File: src/rtl/int_pow_pkg.sv
// Shared types and IEEE-754 single-precision constants for the
// integer-power unit and its multiplier.
package int_pow_pkg;

    typedef enum logic [1:0] {
        IDLE,
        RUN,
        DONE
    } state_e;

    localparam logic [31:0] FP_ONE     = 32'h3F800000;
    localparam int          FP_BIAS    = 127;
    localparam int          FP_EXP_MAX = 254;

    localparam int SIGN_W = 1;
    localparam int EXP_FW = 8;
    localparam int MAN_W  = 23;

endpackage

File: src/rtl/int_pow_fp_if.sv
// Request/response bundle between the split stage and the power unit.
interface int_pow_fp_if #(
    parameter int EXP_W = 8
);
    logic             start;
    logic [31:0]      base;
    logic [EXP_W-1:0] int_n;
    logic [31:0]      result;
    logic             done;
    logic             busy;
    logic             ovf;

    modport master (
        output start, base, int_n,
        input  result, done, busy, ovf
    );

    modport slave (
        input  start, base, int_n,
        output result, done, busy, ovf
    );
endinterface

File: src/rtl/int_pow_fp_fp_mul.sv
// Combinational truncating single-precision multiplier.
// INT_POW_SAT_EN: overflow saturates to signed infinity and is flagged.
module fp_mul
    import int_pow_pkg::*;
(
    input  logic [31:0] a_i,
    input  logic [31:0] b_i,
    output logic [31:0] p_o,
    output logic        ovf_o
);
    localparam logic signed [9:0] E_BIAS = 10'(FP_BIAS);

    logic                    sign;
    logic [EXP_FW-1:0]       ea;
    logic [EXP_FW-1:0]       eb;
    logic [47:0]             ma;
    logic [47:0]             mb;
    logic [24:0]             prod_hi;
    logic                    norm;
    logic [MAN_W-1:0]        man;
    logic signed [9:0]       e;
    logic                    zero_op;
    logic                    ovf;

    assign sign    = a_i[31] ^ b_i[31];
    assign ea      = a_i[30:23];
    assign eb      = b_i[30:23];
    assign ma      = {24'd0, 1'b1, a_i[22:0]};
    assign mb      = {24'd0, 1'b1, b_i[22:0]};
    // Low product bits are discarded: round toward zero.
    assign prod_hi = 25'((ma * mb) >> 23);
    assign norm    = prod_hi[24];
    assign man     = norm ? prod_hi[23:1] : prod_hi[22:0];
    assign e       = $signed({2'b00, ea}) + $signed({2'b00, eb})
                   + $signed({9'd0, norm}) - E_BIAS;
    assign zero_op = (ea == '0) || (eb == '0);

    always_comb begin
        ovf = 1'b0;
        if (zero_op || e < 10'sd1) begin
            p_o = {sign, 31'd0};
        end else begin
            p_o = {sign, e[7:0], man};
        end
`ifdef INT_POW_SAT_EN
        ovf = !zero_op && (ea == 8'hFF || eb == 8'hFF
                           || e > 10'(FP_EXP_MAX));
        if (ovf) begin
            p_o = {sign, 8'hFF, 23'd0};
        end
`endif
        ovf_o = ovf;
    end
endmodule

File: src/rtl/int_pow_fp.sv
// x^n by LSB-first square-and-multiply, one bit of n per cycle.
// INT_POW_SAT_EN selects saturating overflow with an ovf flag.
module int_pow_fp
    import int_pow_pkg::*;
#(
    parameter int EXP_W = 8
) (
    input  logic          clk,
    input  logic          rst_n,
    int_pow_fp_if.slave   ctl_io
);
    state_e           state_q, state_d;
    logic [31:0]      acc_q, acc_d;
    logic [31:0]      sq_q, sq_d;
    logic [EXP_W-1:0] rem_q, rem_d;
    logic             sqovf_q, sqovf_d;
    logic             accovf_q, accovf_d;
    logic [31:0]      result_q, result_d;
    logic             ovf_q, ovf_d;

    logic [31:0]      acc_p, sq_p;
    logic             acc_p_ovf, sq_p_ovf;
    logic [31:0]      acc_nx;
    logic             accovf_nx;
    logic [EXP_W-1:0] rem_nx;

    fp_mul u_acc_mul (
        .a_i   (acc_q),
        .b_i   (sq_q),
        .p_o   (acc_p),
        .ovf_o (acc_p_ovf)
    );

    fp_mul u_sq_mul (
        .a_i   (sq_q),
        .b_i   (sq_q),
        .p_o   (sq_p),
        .ovf_o (sq_p_ovf)
    );

    always_comb begin
        state_d   = state_q;
        acc_d     = acc_q;
        sq_d      = sq_q;
        rem_d     = rem_q;
        sqovf_d   = sqovf_q;
        accovf_d  = accovf_q;
        result_d  = result_q;
        ovf_d     = ovf_q;
        rem_nx    = rem_q >> 1;
        acc_nx    = acc_q;
        accovf_nx = accovf_q;
        unique case (state_q)
            IDLE: begin
                if (ctl_io.start) begin
                    acc_d    = FP_ONE;
                    sq_d     = ctl_io.base;
                    rem_d    = ctl_io.int_n;
                    sqovf_d  = 1'b0;
                    accovf_d = 1'b0;
                    ovf_d    = 1'b0;
                    if (ctl_io.int_n == '0) begin
                        result_d = FP_ONE;
                        state_d  = DONE;
                    end else begin
                        state_d  = RUN;
                    end
                end
            end
            RUN: begin
                // A stale sq overflow only matters once acc consumes it.
                if (rem_q[0]) begin
                    acc_nx    = acc_p;
                    accovf_nx = accovf_q | acc_p_ovf | sqovf_q;
                end
                acc_d    = acc_nx;
                accovf_d = accovf_nx;
                sq_d     = sq_p;
                sqovf_d  = sqovf_q | sq_p_ovf;
                rem_d    = rem_nx;
                if (rem_nx == '0) begin
                    result_d = acc_nx;
                    ovf_d    = accovf_nx;
                    state_d  = DONE;
                end
            end
            DONE: begin
                state_d = IDLE;
            end
            default: begin
                state_d = IDLE;
            end
        endcase
    end

    always_ff @(posedge clk) begin
        if (!rst_n) begin
            state_q  <= IDLE;
            acc_q    <= '0;
            sq_q     <= '0;
            rem_q    <= '0;
            sqovf_q  <= 1'b0;
            accovf_q <= 1'b0;
            result_q <= '0;
            ovf_q    <= 1'b0;
        end else begin
            state_q  <= state_d;
            acc_q    <= acc_d;
            sq_q     <= sq_d;
            rem_q    <= rem_d;
            sqovf_q  <= sqovf_d;
            accovf_q <= accovf_d;
            result_q <= result_d;
            ovf_q    <= ovf_d;
        end
    end

    assign ctl_io.result = result_q;
    assign ctl_io.done   = (state_q == DONE);
    assign ctl_io.busy   = (state_q != IDLE);
    assign ctl_io.ovf    = ovf_q;
endmodule
File: src/flat_wrapper.sv
// flat-port wrapper written by rule: the top's interface ports become plain ports
module int_pow_fp_flat import int_pow_pkg::*;
#(
    parameter int EXP_W = 8
)
  (clk, rst_n, ctl_io_start, ctl_io_base, ctl_io_int_n, ctl_io_result, ctl_io_done, ctl_io_busy, ctl_io_ovf);
  int_pow_fp_if #(.EXP_W(EXP_W)) ctl_io_i ();
  input  logic clk;
  input  logic rst_n;
  input wire logic [$bits(ctl_io_i.start)-1:0] ctl_io_start;
  input wire logic [$bits(ctl_io_i.base)-1:0] ctl_io_base;
  input wire logic [$bits(ctl_io_i.int_n)-1:0] ctl_io_int_n;
  output wire logic [$bits(ctl_io_i.result)-1:0] ctl_io_result;
  output wire logic [$bits(ctl_io_i.done)-1:0] ctl_io_done;
  output wire logic [$bits(ctl_io_i.busy)-1:0] ctl_io_busy;
  output wire logic [$bits(ctl_io_i.ovf)-1:0] ctl_io_ovf;
  assign ctl_io_i.start = ctl_io_start;
  assign ctl_io_i.base = ctl_io_base;
  assign ctl_io_i.int_n = ctl_io_int_n;
  assign ctl_io_result = ctl_io_i.result;
  assign ctl_io_done = ctl_io_i.done;
  assign ctl_io_busy = ctl_io_i.busy;
  assign ctl_io_ovf = ctl_io_i.ovf;
  int_pow_fp #(.EXP_W(EXP_W)) u_core (.clk(clk), .rst_n(rst_n), .ctl_io(ctl_io_i));
endmodule
File: config.mk
export PLATFORM = sky130hd
export DESIGN_NAME = int_pow_fp_flat
export DESIGN_NICKNAME = d
export VERILOG_FILES = /design/src/rtl/int_pow_pkg.sv /design/src/rtl/int_pow_fp_if.sv /design/src/rtl/int_pow_fp_fp_mul.sv /design/src/rtl/int_pow_fp.sv /design/src/flat_wrapper.sv
export SDC_FILE = /design/constraint.sdc
export NUM_CORES = 2
export LEC_CHECK = 0
export CAP_MARGIN = 15
export CORE_UTILIZATION = 67
export DETAILED_ROUTE_END_ITERATION = 12
export PLACE_DENSITY = 0.93
export SLEW_MARGIN = 20
export SYNTH_ARGS = -nofsm -noshare
export SYNTH_HDL_FRONTEND = slang
export SYNTH_SLANG_ARGS = --single-unit
File: constraint.sdc
create_clock -name clk -period 12.5 [get_ports clk]
set_input_delay 3.75 -clock clk [delete_from_list [all_inputs] [get_ports clk]]
set_output_delay 3.75 -clock clk [all_outputs]
set_load 0.05 [all_outputs]
==> metrics.log <==
INFO  metric run_status = finished, final reports clean
INFO  metric tritoncts = yes
INFO  metric core_area = 57920 um2
INFO  metric max-vdd-ir-drop = 474.2 uV
INFO  metric synth_top_area_share = 45.93%
INFO  metric p_leak = 20.90 nW
INFO  metric cts.reportedPaths.clkPinSlew = 0.09 ns
INFO  metric yosys.area.top_type = sky130_fd_sc_hd__fa_1
INFO  metric netlist_instances = 4456
INFO  metric routabilityCongestion = 1.008
INFO  metric net-switching-power = 4.750 mW
INFO  metric port_buffers = 76
INFO  metric grt_pass1_wl = 185400 um
INFO  metric drt_iter0_drc = 3488
INFO  metric r2r-end = u_core.ctl_io.result[22]
INFO  metric setup_tns = 0 ns
INFO  metric dominant_combinational_cell_family_by_area_after_synthesis = adder cells
INFO  metric drt-wirelength-per-cell = 22.69 um
INFO  metric worstPathRequired = 12.76 ns
INFO  metric met1_usage_in_global_routing = 44.97%
INFO  metric dr.pass1.iters = 7
INFO  metric initial_utilization = 68.10%
INFO  metric seqPwrFrac = 6.0%
INFO  metric timing.rr.start = u_core.sq_q[12]
INFO  metric synth_most_common_cell = sky130_fd_sc_hd__inv_1
INFO  metric holdPathStages = 2
INFO  metric yosys_warnings = 0
INFO  metric combPwrFrac = 89.7%
INFO  metric power_report.internal_total = 3.061 mW
INFO  metric fin_skew = 0.01815 ns
INFO  metric synth-xor-area-share = 1.643%
INFO  metric fmaxAchievable = 89.33 MHz
INFO  metric die_y = 244.6 um
INFO  metric hold_viol = 0
INFO  metric cts_sinks = 106
INFO  metric grt_antenna_before_repair = 5
INFO  metric synth_seq_cells = 106
INFO  metric grt_busiest_layer = met2
INFO  metric post-route-min-period = 11.19 ns
INFO  metric drive_above_1_share = 3.232%
INFO  metric start_kind = flip-flop
INFO  metric p_clk_share = 4.2%
INFO  metric holdBufCountCts = 0
INFO  metric synth.lib_cells_used.distinct = 80
INFO  metric hpwl = 90430 um
INFO  metric synth_sequential_area_ratio = 5.380%
INFO  metric finalWirelength = 117100 um
INFO  metric design_area = 41170 um2
INFO  metric grt_max_degree = 58
INFO  metric netSwitchingFraction = 60.81%
INFO  metric max-clock-path-buffers = 2
INFO  metric synthTopCellsByCount = sky130_fd_sc_hd__inv_1, sky130_fd_sc_hd__fa_1, sky130_fd_sc_hd__nand2_1
INFO  metric nets = 5700
INFO  metric slew_viol_final = 0
INFO  metric min_period_over_period = 89.55%
INFO  metric max_cap_violations = 0
INFO  metric via_count_of_the_first_global_routing_pass = 35850
INFO  metric async_flop_share = 0%
INFO  metric synth_mux_area_share = 0.8502%
INFO  metric cp_data_arrival_time = 11.46 ns
INFO  metric holdPathEnd = u_core.ctl_io.result[31]
INFO  metric power_density = 189.8 nW/um2
INFO  metric routed-via-count = 32420
INFO  metric die_area = 59840 um2
INFO  metric cts_made_buffers = 9
INFO  metric boundaryPins = 78
INFO  metric cts.root.buffer_cell = sky130_fd_sc_hd__clkbuf_16
INFO  metric post_drt_via_cell_ratio = 6.283
INFO  metric synth-main-ff-cell = sky130_fd_sc_hd__dfxtp_1
INFO  metric min-delay-start = u_core.ctl_io.result[31]
INFO  metric ys_top_cells_by_area = sky130_fd_sc_hd__fa_1, sky130_fd_sc_hd__ha_1, sky130_fd_sc_hd__inv_1
INFO  metric timing.max_slew.rel_slack = 23.59%
INFO  metric met3_demand_to_capacity_share_in_global_routing = 13.35%
INFO  metric syn-cell-area = 39440 um2
INFO  metric critPathSlowestCell = sky130_fd_sc_hd__inv_1
INFO  metric gr-total-overflow = 0
INFO  metric synth_compound_gate_area_share = 8.194%
INFO  metric cp-end-kind = flip-flop
INFO  metric synth_area_per_cell = 8.851 um2
INFO  metric hold_path_class = reg2reg
INFO  metric syn2layout_area_growth = 4.371%
INFO  metric use_met2 = 64.54%
INFO  metric worst_pin_slew = 1.136 ns
INFO  metric cts_max_level = 3
INFO  metric postCtsSetupBuffers = 0
INFO  metric mapped_nets = 5767
INFO  metric number_of_core_rows = 88
INFO  metric total_routing_resource_utilization_after_global_routing = 40.54%
INFO  metric route.antenna.remaining_nets = 0
INFO  metric setup-violations-final = 0
INFO  metric setup.worst_path.class = reg2reg
INFO  metric worstRegToRegCells = 34
INFO  metric critical_path.max_fanout = 15
INFO  metric count_of_flip_flops_with_a_built_in_enable_after_synthesis = 0
INFO  metric drcViolationCount = 0
INFO  metric chipWidth = 244.6 um
INFO  metric number_of_instances_resized_during_post_cts_repair = 0
INFO  metric unrepaired_setup_endpoints_after_global_routing = false
INFO  metric synthAdderAreaFrac = 57.45%
INFO  metric crit_path_frequent_cell = sky130_fd_sc_hd__fa_1
INFO  metric reg2reg_slack = 1.31 ns
INFO  metric placement.cell_area = 40850 um2
INFO  metric clock_insertion_delay_worst_skew = 0.38 ns
INFO  metric synth_simple_gate_area_share = 13.93%
INFO  metric worst_path_largest_cell_delay = 0.81 ns
==> power by group through the flow <==
stage	Sequential, mW	Clock, mW	Combinational [mW]
6_report	0.472	0.331	7.01
5_1_grt	0.469	0.339	7.63
3_5_place_dp	0.469	0	6.59
4_1_cts	0.461	0.325	6.65
3_3_place_gp	0.465	0	6.20
2_1_floorplan	0.445	0	4.72
==> logic make-up (layout without fill, tap and decap cells) <==
group                      count (synthesis)  after routing
buffers and inverters                   1311           1249
adders and majority gates               1268           1268
and+or+nand+nor                         1182           1182
DFF                                      106            106
other                                      1              2
AOI/OAI and AO/OA                        483            483
xor gates and xnor gates                  74             74
muxes                                     31             31
==> stage by stage <==
step | worst slack [ns] | util [%] | hold WS (ns) | power [mW] | instances
after CTS | 1.612 | 71.07 | 0.4863 | 7.440 | 5159
final | 1.306 | 71.08 | 0.4850 | 7.812 | 5160
after floorplan | 2.339 | - | 0.4493 | 5.163 | 4456
after global placement | 1.867 | 70.54 | 0.4551 | 6.668 | 5143
after detailed placement | 1.678 | 70.54 | 0.4747 | 7.054 | 5143
after global routing | 0.9968 | 71.07 | 0.5136 | 8.438 | 5159
==> flip-flops by register name, indices dropped and copies added (netlist names) <==
register,cells
u_core.acc_q,32
u_core.ctl_io.result,32
u_core.rem_q,8
u_core.sq_q,32
u_core.state_q,2
==> area by class of cell <==
cell class | count | area (um2)
well taps | 765 | 957.2
clock inverters | 6 | 80.08
multi-input cells | 3039 | 32390
flip-flops and latches | 106 | 2131
clock buffers | 10 | 229.0
diodes | 1 | 2.502
repair buffers | 151 | 1319
inverters | 1082 | 4061
fillers | 3959 | 16750
==> routing by layer <==
metal	share of wire (%)	routed length [um]
met1	31	35890
met2	46	53810
met3	14	15870
met4	9.7	11300
met5	0.18	210
==> worst max-delay path: cells and delay by family, from the launching register on <==
kind	cells	cell delay, ns
XOR/XNOR	3	0.79
AND/OR/NAND/NOR	8	1.89
buffers and inverters	5	1.01
adder cells (fa/ha/maj)	10	4.58
AO/OA/AOI/OAI	8	2.35
flip-flops	1	0.44
==> worst max path at each step <==
stage / startpoint / end / slack [ns]
floorplan: u_core.sq_q[3] / u_core.ctl_io.result[22] / 2.34
global placement: u_core.sq_q[12] / u_core.ctl_io.result[22] / 1.87
detailed placement: u_core.sq_q[12] / u_core.ctl_io.result[22] / 1.68
CTS: u_core.sq_q[12] / u_core.ctl_io.result[22] / 1.61
global route: u_core.sq_q[12] / u_core.ctl_io.result[22] / 1.0
finish: u_core.sq_q[12] / u_core.ctl_io.result[22] / 1.31
==> cell usage in the layout, fill, tap and decap left out, drive strengths merged, types with 9 or more instances in the layout <==
cell type / netlist / layout
a211oi: 43 / 43
a21o: 37 / 37
a21oi: 127 / 127
a221oi: 23 / 23
a22oi: 9 / 9
a311oi: 10 / 10
a31oi: 15 / 15
and2: 276 / 276
and3: 24 / 24
buf: 33 / 76
clkbuf: 196 / 10
clkdlybuf4s50: 0 / 75
clkinv: 8 / 9
dfxtp: 106 / 106
fa: 905 / 905
ha: 363 / 363
inv: 1074 / 1077
mux2: 17 / 17
mux2i: 14 / 14
nand2: 501 / 501
nand3: 29 / 29
nand4: 19 / 19
nor2: 251 / 251
nor2b: 10 / 10
nor3: 24 / 24
nor4: 10 / 10
o211ai: 18 / 18
o21a: 21 / 21
o21ai: 93 / 93
o22ai: 9 / 9
or3: 9 / 9
xnor2: 51 / 51
xor2: 23 / 23
(Power assumes the default switching activity.)
